==> src/rtl/operand_forward_scoreboard_pkg.sv <==
// operand_forward_scoreboard_pkg: shared tag struct, bypass constants and select-width helper
// for the operand forwarding scoreboard.
package operand_forward_scoreboard_pkg;
    localparam int BYPASS_RF = 0;

    typedef struct packed {
        logic       valid;
        logic [4:0] rd;
        logic       is_load;
    } tag_t;

    function automatic int sel_w(input int num_stages);
        return $clog2(num_stages + 1);
    endfunction
endpackage

==> src/rtl/operand_forward_scoreboard_if.sv <==
// operand_forward_scoreboard_if: issue, operand-read and bypass signals of the decode operand network.
interface operand_forward_scoreboard_if
    import operand_forward_scoreboard_pkg::*;
#(
    parameter int DATA_WIDTH     = 32,
    parameter int NUM_STAGES     = 4,
    parameter int NUM_READ_PORTS = 2
);
    localparam int SEL_W = sel_w(NUM_STAGES);

    logic                                 issue_valid;
    logic [4:0]                           issue_rd;
    logic                                 issue_writes;
    logic                                 issue_is_load;
    logic                                 stall_in;
    logic [NUM_STAGES:0]                  flush_mask;
    logic [NUM_READ_PORTS*5-1:0]          rs_addr;
    logic [NUM_READ_PORTS-1:0]            rs_used;
    logic [NUM_READ_PORTS*DATA_WIDTH-1:0] rf_data;
    logic [NUM_STAGES*DATA_WIDTH-1:0]     stage_result;
    logic [NUM_READ_PORTS*DATA_WIDTH-1:0] rs_data;
    logic [NUM_READ_PORTS*SEL_W-1:0]      bypass_sel;
    logic                                 hazard_stall;
    logic                                 scan;

    modport master (
        output issue_valid, issue_rd, issue_writes, issue_is_load, stall_in, flush_mask,
               rs_addr, rs_used, rf_data, stage_result, scan,
        input  rs_data, bypass_sel, hazard_stall
    );

    modport slave (
        input  issue_valid, issue_rd, issue_writes, issue_is_load, stall_in, flush_mask,
               rs_addr, rs_used, rf_data, stage_result, scan,
        output rs_data, bypass_sel, hazard_stall
    );
endinterface

==> src/rtl/operand_forward_scoreboard_port_sel.sv <==
// operand_forward_scoreboard_port_sel: per read port youngest-producer match, select encoding,
// operand mux and load not-ready flag.
module operand_forward_scoreboard_port_sel
    import operand_forward_scoreboard_pkg::*;
#(
    parameter int DATA_WIDTH       = 32,
    parameter int NUM_STAGES       = 4,
    parameter int LOAD_READY_STAGE = 2,
    parameter int SEL_W            = 3
) (
    input  tag_t [NUM_STAGES-1:0]          i_tags,
    input  logic [4:0]                     i_rs_addr,
    input  logic [DATA_WIDTH-1:0]          i_rf_data,
    input  logic [NUM_STAGES*DATA_WIDTH-1:0] i_stage_result,
    output logic [DATA_WIDTH-1:0]          o_data,
    output logic [SEL_W-1:0]               o_sel,
    output logic                           o_not_ready
);
    // Oldest stage first so the youngest matching producer overrides last.
    always_comb begin
        o_sel       = SEL_W'(BYPASS_RF);
        o_data      = i_rf_data;
        o_not_ready = 1'b0;
        for (int k = NUM_STAGES - 1; k >= 0; k--) begin
            if (i_tags[k].valid && i_tags[k].rd == i_rs_addr && i_rs_addr != 5'd0) begin
                o_sel       = SEL_W'(k + 1);
                o_data      = i_stage_result[k*DATA_WIDTH +: DATA_WIDTH];
                o_not_ready = i_tags[k].is_load && (k < LOAD_READY_STAGE);
            end
        end
    end
endmodule

==> src/rtl/operand_forward_scoreboard.sv <==
// operand_forward_scoreboard: in-flight destination tag pipeline generating bypass selects and
// load-use stall. Optional hazard/bypass counters enabled by OPERAND_FORWARD_STATS_EN.
module operand_forward_scoreboard
    import operand_forward_scoreboard_pkg::*;
#(
    parameter int CORE             = 0,
    parameter int DATA_WIDTH       = 32,
    parameter int NUM_STAGES       = 4,
    parameter int NUM_READ_PORTS   = 2,
    parameter int LOAD_READY_STAGE = 2,
    parameter int SCAN_CYCLES_MIN  = 0,
    parameter int SCAN_CYCLES_MAX  = 1000
) (
    input  logic                         clock,
    input  logic                         reset,
    operand_forward_scoreboard_if.slave  bus
`ifdef OPERAND_FORWARD_STATS_EN
    ,
    output logic [31:0]                  hazard_cycles,
    output logic [31:0]                  bypass_hits
`endif
);
    localparam int SEL_W = sel_w(NUM_STAGES);

    tag_t [NUM_STAGES-1:0]                r_tags;
    tag_t [NUM_STAGES-1:0]                w_kept;
    tag_t [NUM_STAGES-1:0]                w_next;
    tag_t                                 w_ins;
    logic [31:0]                          r_cycle;
    logic [NUM_READ_PORTS-1:0]            w_not_ready;
    logic [NUM_READ_PORTS*SEL_W-1:0]      w_sel;
    logic [NUM_READ_PORTS*DATA_WIDTH-1:0] w_data;
    logic                                 w_hazard;

    genvar g;
    generate
        for (g = 0; g < NUM_READ_PORTS; g++) begin : g_port
            operand_forward_scoreboard_port_sel #(
                .DATA_WIDTH      (DATA_WIDTH),
                .NUM_STAGES      (NUM_STAGES),
                .LOAD_READY_STAGE(LOAD_READY_STAGE),
                .SEL_W           (SEL_W)
            ) u_sel (
                .i_tags        (r_tags),
                .i_rs_addr     (bus.rs_addr[g*5 +: 5]),
                .i_rf_data     (bus.rf_data[g*DATA_WIDTH +: DATA_WIDTH]),
                .i_stage_result(bus.stage_result),
                .o_data        (w_data[g*DATA_WIDTH +: DATA_WIDTH]),
                .o_sel         (w_sel[g*SEL_W +: SEL_W]),
                .o_not_ready   (w_not_ready[g])
            );
        end
    endgenerate

    assign w_hazard         = |(w_not_ready & bus.rs_used);
    assign bus.hazard_stall = w_hazard;
    assign bus.bypass_sel   = w_sel;
    assign bus.rs_data      = w_data;

    assign w_ins = '{
        valid:   bus.issue_valid & bus.issue_writes & (bus.issue_rd != 5'd0) & ~w_hazard & ~bus.flush_mask[0],
        rd:      bus.issue_rd,
        is_load: bus.issue_is_load
    };

    // Flush bits name the current occupant, so kill before shifting or holding.
    always_comb begin
        w_kept = r_tags;
        for (int k = 0; k < NUM_STAGES; k++) w_kept[k].valid = r_tags[k].valid & ~bus.flush_mask[k+1];
        w_next = bus.stall_in ? w_kept : {w_kept[NUM_STAGES-2:0], w_ins};
    end

    always_ff @(posedge clock or negedge reset) begin
        if (!reset) begin
            r_tags  <= '0;
            r_cycle <= '0;
        end else begin
            r_tags  <= w_next;
            r_cycle <= r_cycle + 32'd1;
        end
    end

`ifdef OPERAND_FORWARD_STATS_EN
    logic [31:0] r_hazard_cycles;
    logic [31:0] r_bypass_hits;
    logic        w_hit;

    always_comb begin
        w_hit = 1'b0;
        for (int p = 0; p < NUM_READ_PORTS; p++) w_hit = w_hit | (bus.rs_used[p] & (|w_sel[p*SEL_W +: SEL_W]));
    end

    always_ff @(posedge clock or negedge reset) begin
        if (!reset) begin
            r_hazard_cycles <= '0;
            r_bypass_hits   <= '0;
        end else begin
            if (w_hazard && !(&r_hazard_cycles)) r_hazard_cycles <= r_hazard_cycles + 32'd1;
            if (w_hit && !(&r_bypass_hits)) r_bypass_hits <= r_bypass_hits + 32'd1;
        end
    end

    assign hazard_cycles = r_hazard_cycles;
    assign bypass_hits   = r_bypass_hits;
`endif

`ifndef SYNTHESIS
    always @(posedge clock) begin
        if (reset && bus.scan && longint'(r_cycle) >= longint'(SCAN_CYCLES_MIN) &&
            longint'(r_cycle) <= longint'(SCAN_CYCLES_MAX)) begin
            for (int p = 0; p < NUM_READ_PORTS; p++)
                $display("core%0d cycle %0d port %0d sel %0d data %h hazard %0b", CORE, r_cycle, p,
                         w_sel[p*SEL_W +: SEL_W], w_data[p*DATA_WIDTH +: DATA_WIDTH], w_hazard);
        end
    end
`endif
endmodule
==> src/flat_wrapper.sv <==
// flat-port wrapper written by rule: the top's interface ports become plain ports
module operand_forward_scoreboard_flat import operand_forward_scoreboard_pkg::*;
#(
    parameter int CORE             = 0,
    parameter int DATA_WIDTH       = 32,
    parameter int NUM_STAGES       = 4,
    parameter int NUM_READ_PORTS   = 2,
    parameter int LOAD_READY_STAGE = 2,
    parameter int SCAN_CYCLES_MIN  = 0,
    parameter int SCAN_CYCLES_MAX  = 1000
)
  (clock, reset, bus_issue_valid, bus_issue_rd, bus_issue_writes, bus_issue_is_load, bus_stall_in, bus_flush_mask, bus_rs_addr, bus_rs_used, bus_rf_data, bus_stage_result, bus_scan, bus_rs_data, bus_bypass_sel, bus_hazard_stall);
  operand_forward_scoreboard_if #(.DATA_WIDTH(DATA_WIDTH), .NUM_STAGES(NUM_STAGES), .NUM_READ_PORTS(NUM_READ_PORTS)) bus_i ();
  input  logic clock;
  input  logic reset;
  input wire logic [$bits(bus_i.issue_valid)-1:0] bus_issue_valid;
  input wire logic [$bits(bus_i.issue_rd)-1:0] bus_issue_rd;
  input wire logic [$bits(bus_i.issue_writes)-1:0] bus_issue_writes;
  input wire logic [$bits(bus_i.issue_is_load)-1:0] bus_issue_is_load;
  input wire logic [$bits(bus_i.stall_in)-1:0] bus_stall_in;
  input wire logic [$bits(bus_i.flush_mask)-1:0] bus_flush_mask;
  input wire logic [$bits(bus_i.rs_addr)-1:0] bus_rs_addr;
  input wire logic [$bits(bus_i.rs_used)-1:0] bus_rs_used;
  input wire logic [$bits(bus_i.rf_data)-1:0] bus_rf_data;
  input wire logic [$bits(bus_i.stage_result)-1:0] bus_stage_result;
  input wire logic [$bits(bus_i.scan)-1:0] bus_scan;
  output wire logic [$bits(bus_i.rs_data)-1:0] bus_rs_data;
  output wire logic [$bits(bus_i.bypass_sel)-1:0] bus_bypass_sel;
  output wire logic [$bits(bus_i.hazard_stall)-1:0] bus_hazard_stall;
  assign bus_i.issue_valid = bus_issue_valid;
  assign bus_i.issue_rd = bus_issue_rd;
  assign bus_i.issue_writes = bus_issue_writes;
  assign bus_i.issue_is_load = bus_issue_is_load;
  assign bus_i.stall_in = bus_stall_in;
  assign bus_i.flush_mask = bus_flush_mask;
  assign bus_i.rs_addr = bus_rs_addr;
  assign bus_i.rs_used = bus_rs_used;
  assign bus_i.rf_data = bus_rf_data;
  assign bus_i.stage_result = bus_stage_result;
  assign bus_i.scan = bus_scan;
  assign bus_rs_data = bus_i.rs_data;
  assign bus_bypass_sel = bus_i.bypass_sel;
  assign bus_hazard_stall = bus_i.hazard_stall;
  operand_forward_scoreboard #(.CORE(CORE), .DATA_WIDTH(DATA_WIDTH), .NUM_STAGES(NUM_STAGES), .NUM_READ_PORTS(NUM_READ_PORTS), .LOAD_READY_STAGE(LOAD_READY_STAGE), .SCAN_CYCLES_MIN(SCAN_CYCLES_MIN), .SCAN_CYCLES_MAX(SCAN_CYCLES_MAX)) u_core (.clock(clock), .reset(reset), .bus(bus_i));
endmodule
==> config.mk <==
export PLATFORM = sky130hd
export DESIGN_NAME = operand_forward_scoreboard_flat
export DESIGN_NICKNAME = d
export VERILOG_FILES = /design/src/rtl/operand_forward_scoreboard_pkg.sv /design/src/rtl/operand_forward_scoreboard_if.sv /design/src/rtl/operand_forward_scoreboard_port_sel.sv /design/src/rtl/operand_forward_scoreboard.sv /design/src/flat_wrapper.sv
export SDC_FILE = /design/constraint.sdc
export NUM_CORES = 1
export LEC_CHECK = 0
export CORE_AREA = 2 2 114 116
export CTS_CLUSTER_DIAMETER = 80
export DETAILED_ROUTE_END_ITERATION = 10
export DIE_AREA = 0 0 116 118
export HOLD_SLACK_MARGIN = 0.03
export PLACE_DENSITY = 0.77
export SETUP_SLACK_MARGIN = 0.02
export SLEW_MARGIN = 10
export SYNTH_ARGS = -nofsm -noshare
export SYNTH_HDL_FRONTEND = slang
export SYNTH_SLANG_ARGS = --single-unit
==> constraint.sdc <==
create_clock -name clock -period 2.8 [get_ports clock]
set_clock_uncertainty 0.05 [all_clocks]
set_input_delay 0.42 -clock clock [delete_from_list [all_inputs] [get_ports clock]]
set_output_delay 0.42 -clock clock [all_outputs]
set_load 0.01 [all_outputs]
==> metrics.txt, run 1 <==
die area=13700 um2; cell class contributing the biggest share of worst-path delay=buffers and inverters; final net count=1053; via/cell ratio=5.62; most flop-heavy register=u_core.r_tags; CP arrival=2.59 ns; DP HPWL=15.6 mm; vias post-DR=5642; CP Max Fanout=7; Ys Warns=0; most common cell after layout, fill and taps aside=clkdlybuf4s50_1; Seq. cell area=651 um2; DRT antenna net count=0; CP Buf/Inv Count=5; layout cells sized above 1=41.8%; TritonCTS clock tree=done; initial antenna violation count=1; Final Total Pwr=1.97 mW; max FFs per register=26; P per Cell Area=225 nW/um2; clock tree buffer depth=2; drt initial violations=461; Die Y=118 um; Slowest-stage cell, CP=dfrtp_1; largest net degree at the start of global routing=36; Syn Nets=673; Routed WL=22.9 mm; actual slew at the worst max-slew pin=0.353 ns; worst setup path class=flop to primary output; first drt pass iteration count=5; Primary FF master, synth=dfrtp_1; CP endpoint kind=primary output; clock slew at reported path FFs=0.07 ns; period utilization=109%; Hold Buf Count CTS=0; Final GP Congestion=0.942; HP Class=primary input to asynchronous set/reset pin; num rows=41; initial core utilization=33.2%; Area growth syn-to-layout=113%; Setup violations, final=65; status=finished with violations; Distinct cells, synth=44; fillers=907; crit path launch type=flop; fin crit period=3.06 ns; multi-input logic area=3660 um2; mapped cell area=4120 um2; Rel. slew slack=76.5%; CTS root buffer=clkbuf_16; average wire per standard cell=22.8 um; sequential area share after synthesis=15.8%; max-slew violation count=0; max incr delay on CP=0.43 ns; Die W=116 um; failing checks=negative setup slack; worst reg-to-reg setup slack=0.58 ns; TritonCTS buffer count=3; Mapped Avg Cell Area=9.12 um2; max_cap viols=0; GRT overflow=0; f_max=327 MHz; clock latency on the worst-skew pair=0.26 ns; Sink Count=26; Critical Path Most Common Cell=buf_6; vias in the first global route=6058; CP Data Required Time=2.33 ns; fin util=70.6%; Core Box Area=12400 um2; H-tree levels=1; Syn Inst Count=452; most frequent cells in the layout=clkdlybuf4s50_1 (209), buf_2 (68), buf_4 (66); port buffer count=290; Max VDD drop=251 uV; Async SR Flop Fraction=100%; unrepaired setup endpoints after global routing=true; first-pass GRT wire length=33.2 mm; Final Worst Setup Slack=-0.257 ns; Pleak=3.65 nW; final routed DRC violation total=0; Cells after DPL=931; number of enable flip-flop cells after synthesis=0; Largest regs=u_core.r_tags (26); Final Hold Fails=0; FF+latch count, synth=26; IO Pins=292; worst path cell trace=buf_6 > xnor2_2 > nand4_1 > nor4_4 > buf_6 > buf_12 > buf_6 > mux2i_1 > a211oi_1 > a221o_1 > buf_2; total track usage=31.2%; Final Non-Filler Cells=1004
## worst register-to-register path, delay by kind of cell, from the launching register on
family,cells,cell delay [ns]
buf+inv,4,0.67
simple gates,2,0.31
mux,1,0.26
xor+xnor,1,0.19
compound gates,2,0.24
flops,1,0.42
## Yosys cell counts, types with 3 or more instances
cell type,count,area [um2]
nand3_1,3,15.0
dfrtp_1,26,651
a22oi_1,32,240
buf_6,9,101
clkbuf_1,12,45.0
a221o_1,32,320
mux2_2,45,507
xor2_1,9,78.8
o21ai_1,14,70.1
mux2i_1,66,661
a211oi_1,32,240
mux2_1,9,101
nand4_1,7,43.8
inv_1,5,18.8
nor2_1,34,128
buf_8,3,45.0
nor2_4,3,33.8
buf_4,10,75.1
xnor2_1,31,272
buf_2,15,75.1
o21ai_0,20,100
## worst paths after layout
path / endpoint / depth (start not counted) / start
setup / recovery: bus_rs_data[47] / 11 / u_core.r_tags[26]$_DFFE_PN0N_
hold / removal: u_core.r_tags[18]$_DFFE_PN0N_ / 2 / reset
setup reg to reg: u_core.r_tags[6]$_DFF_PN0_ / 10 / u_core.r_tags[3]$_DFFE_PN0N_
hold reg to reg: u_core.r_tags[7]$_DFFE_PN0N_ / 1 / u_core.r_tags[7]$_DFFE_PN0N_
max in group asynchronous: u_core.r_tags[22]$_DFFE_PN0N_ / 2 / reset
min in group clock: u_core.r_tags[7]$_DFFE_PN0N_ / 1 / u_core.r_tags[7]$_DFFE_PN0N_
## metrics by stage
stage	hold WS, ns	cell area (um2)	worst slack, ns	TNS (ns)
floorplan	0.0744	4120	0.226	0
global placement	0.452	7520	-0.986	-56.44
detailed placement	0.469	7520	-1.04	-59.01
CTS	0.483	8540	-0.285	-9.61
global route	0.512	8770	-0.329	-15.11
finish	0.484	8770	-0.257	-8.01
## cell type report
type / count / area share (%)
multi-input cells: 371 / 41.8
repair buffers: 425 / 46.9
clock inverters: 1 / 0.342
flip-flops and latches: 26 / 7.42
diodes: 1 / 0.0285
clock buffers: 3 / 0.856
inverters: 5 / 0.214
well taps: 172 / 2.45
## layer usage
metal	up-vias	track usage [%]	wire length, um
met1	2689	36.5	8640
met4	0	15.7	1080
met5	-	0	0
li1	2518	-	-
met3	76	5.10	1820
met2	359	54.1	11400
## where the power goes
group / total [mW] / internal, mW / switching, mW
registers: 0.504 / 0.430 / 0.0739
clock network: 0.425 / 0.285 / 0.140
logic: 1.04 / 0.649 / 0.394
total: 1.97 / 1.36 / 0.607
## kinds of logic after synthesis
group           Yosys count  share of synthesized area, %
buf+inv                  56                          9.31
xor+xnor                 40                          8.50
mux                     120                          30.8
flops                    26                          15.8
compound gates          140                          25.5
simple gates             70                          10.1
## what timing repair did
item | in CTS | in global routing
resized for setup | 464 | 56
cloned | 7 | 2
pin swaps | 55 | 28
endpoints found under the setup margin | 71 | 70
buffers inserted | 57 | 8
Note: power is estimated with default switching activity, not from simulation.
==> run 2, diff against run 1 <==
- GPL_TIMING_DRIVEN: not set -> 0
==> run 2 against run 1 <==
The flow still finishes with violations (negative setup slack). Via count down 3.0%. Register-to-register slack improved by 0.18 ns. Maximum frequency grew 2.9%. Non-clock buffer count fell by 47. Clock-buffer cell count unchanged. Cell count shrank 4.8%. Sequential share of layout area grew 0.57 points. Design area down 6.6%. Sequential power grew 0.8%. Largest cell class is now multi-input gates. Highest routed layer unchanged.
==> metrics.txt, run 2 (synthesized netlist as in run 1, its figures left out) <==
drt initial violations=395; first drt pass iteration count=5; worst setup path class=primary input to primary output; Largest regs=u_core.r_tags (26); max FFs per register=26; clock slew at reported path FFs=0.06 ns; failing checks=negative setup slack; HP Class=primary input to asynchronous set/reset pin; Die Y=118 um; total track usage=27.9%; actual slew at the worst max-slew pin=0.643 ns; Final Total Pwr=1.83 mW; average wire per standard cell=22.2 um; CTS root buffer=clkbuf_16; initial antenna violation count=1; Final Hold Fails=0; H-tree levels=1; CP Max Fanout=9; clock tree buffer depth=2; Area growth syn-to-layout=98.6%; worst slack at placement=-0.744 ns; Setup violations, final=46; max_cap viols=0; final routed DRC violation total=0; Psw=0.536 mW; initial core utilization=33.2%; unrepaired setup endpoints after global routing=true; Final GP Congestion=0.921; num rows=41; DP HPWL=15.8 mm; crit path launch type=primary input; Rel. slew slack=57.1%; port buffer count=279; vias in the first global route=5379; Pleak=3.37 nW; max-slew violation count=0; combinational fraction of design power=49.7%; clock latency on the worst-skew pair=0.26 ns; CP arrival=2.50 ns; die area=13700 um2; Max VDD drop=257 uV; Clock Power Share=22.5%; Hold Buf Count CTS=0; via/cell ratio=5.73; Routed WL=21.3 mm; CP endpoint kind=primary output; TritonCTS clock tree=done; CP Data Required Time=2.33 ns; most flop-heavy register=u_core.r_tags; DRT antenna net count=0; fin crit period=2.97 ns; Sink Count=26; Die W=116 um; TritonCTS buffer count=3; largest net degree at the start of global routing=27; first-pass GRT wire length=30.0 mm; f_max=337 MHz; Sw Share=29.3%; fin util=66.0%; Internal Dissipation=1.29 mW; most common cell after layout, fill and taps aside=clkdlybuf4s50_1; P per Cell Area=223 nW/um2; Final Worst Setup Slack=-0.170 ns; most frequent cells in the layout=clkdlybuf4s50_1 (207), buf_2 (63), mux2i_1 (48); Core Box Area=12400 um2; layout cells sized above 1=40.1%; Reg power frac=27.8%; final net count=1005; vias post-DR=5474; GRT overflow=0; status=finished with violations; period utilization=106%; IO Pins=292
==> run 2: critical path, cell delays in order <==
cell and delay, ns:
buf_8 0.12, or4_4 0.55, nor2_4 0.18, nor4_4 0.07
buf_12 0.15, buf_12 0.15, buf_4 0.14, mux2i_1 0.20
a211oi_2 0.10, a221o_1 0.27, buf_2 0.14
==> run 2: final timing paths <==
check / startpoint / end / slack (ns) / depth (start not counted)
min in group clock: u_core.r_tags[7]$_DFFE_PN0N_ / u_core.r_tags[7]$_DFFE_PN0N_ / 0.47 / 1
max reg2reg: u_core.r_tags[4]$_DFFE_PN0N_ / u_core.r_tags[6]$_DFF_PN0_ / 0.76 / 8
min: reset / u_core.r_tags[27]$_DFF_PN0_ / 0.11 / 1
min reg2reg: u_core.r_tags[7]$_DFFE_PN0N_ / u_core.r_tags[7]$_DFFE_PN0N_ / 0.47 / 1
max in group asynchronous: reset / u_core.r_tags[17]$_DFFE_PN0N_ / 2.16 / 1
max: bus_rs_addr[7] / bus_rs_data[46] / -0.17 / 11
==> run 2: layout make-up <==
cell class | count | area (um2)
Fill cell | 1038 | 4230
Tap cell | 172 | 215
Timing Repair Buffer | 328 | 2970
Sequential cell | 26 | 654
Antenna cell | 1 | 2.50
Buffer | 50 | 627
Clock inverter | 1 | 30.0
Multi-Input combinational cell | 370 | 3600
Inverter | 5 | 18.8
Clock buffer | 3 | 75.1
==> run 2: metrics by stage <==
| stage | TNS [ns] | std cells | hold slack (ns) | cell area [um2] |
|---|---|---|---|---|
| 3_3_place_gp | -42.09 | 903 | 0.442 | 7130 |
| 4_1_cts | -5.60 | 934 | 0.466 | 7630 |
| 3_5_place_dp | -42.61 | 903 | 0.451 | 7130 |
| 5_1_grt | -6.52 | 956 | 0.156 | 8190 |
| 6_report | -2.36 | 956 | 0.113 | 8190 |
| 2_1_floorplan | 0 | 452 | 0.0744 | 4120 |
==> run 2: timing repair <==
item                                   CTS  global route
resized for setup                      358           165
buffers inserted                        25            23
cloned                                   2             2
pin swaps                               16            23
endpoints found under the hold margin    0             0
setup endpoints to repair               71            70
==> run 2: power by group through the flow <==
stage	logic (mW)	clock network (mW)	registers, mW
after floorplan	0.348	0	0.489
after global placement	0.821	0	0.506
after detailed placement	0.837	0	0.511
after CTS	0.828	0.415	0.502
after global routing	0.960	0.428	0.516
final	0.908	0.411	0.508
==> run 2: metal layers <==
layer / wire length [um] / vias up / global-route usage [%] / part of all wire [%]
li1: - / 2435 / - / -
met1: 8320 / 2666 / 34.0 / 39
met2: 10700 / 321 / 50.1 / 50
met3: 1550 / 52 / 3.45 / 7.3
met4: 675 / 0 / 9.23 / 3.2
met5: 0 / - / 0 / 0
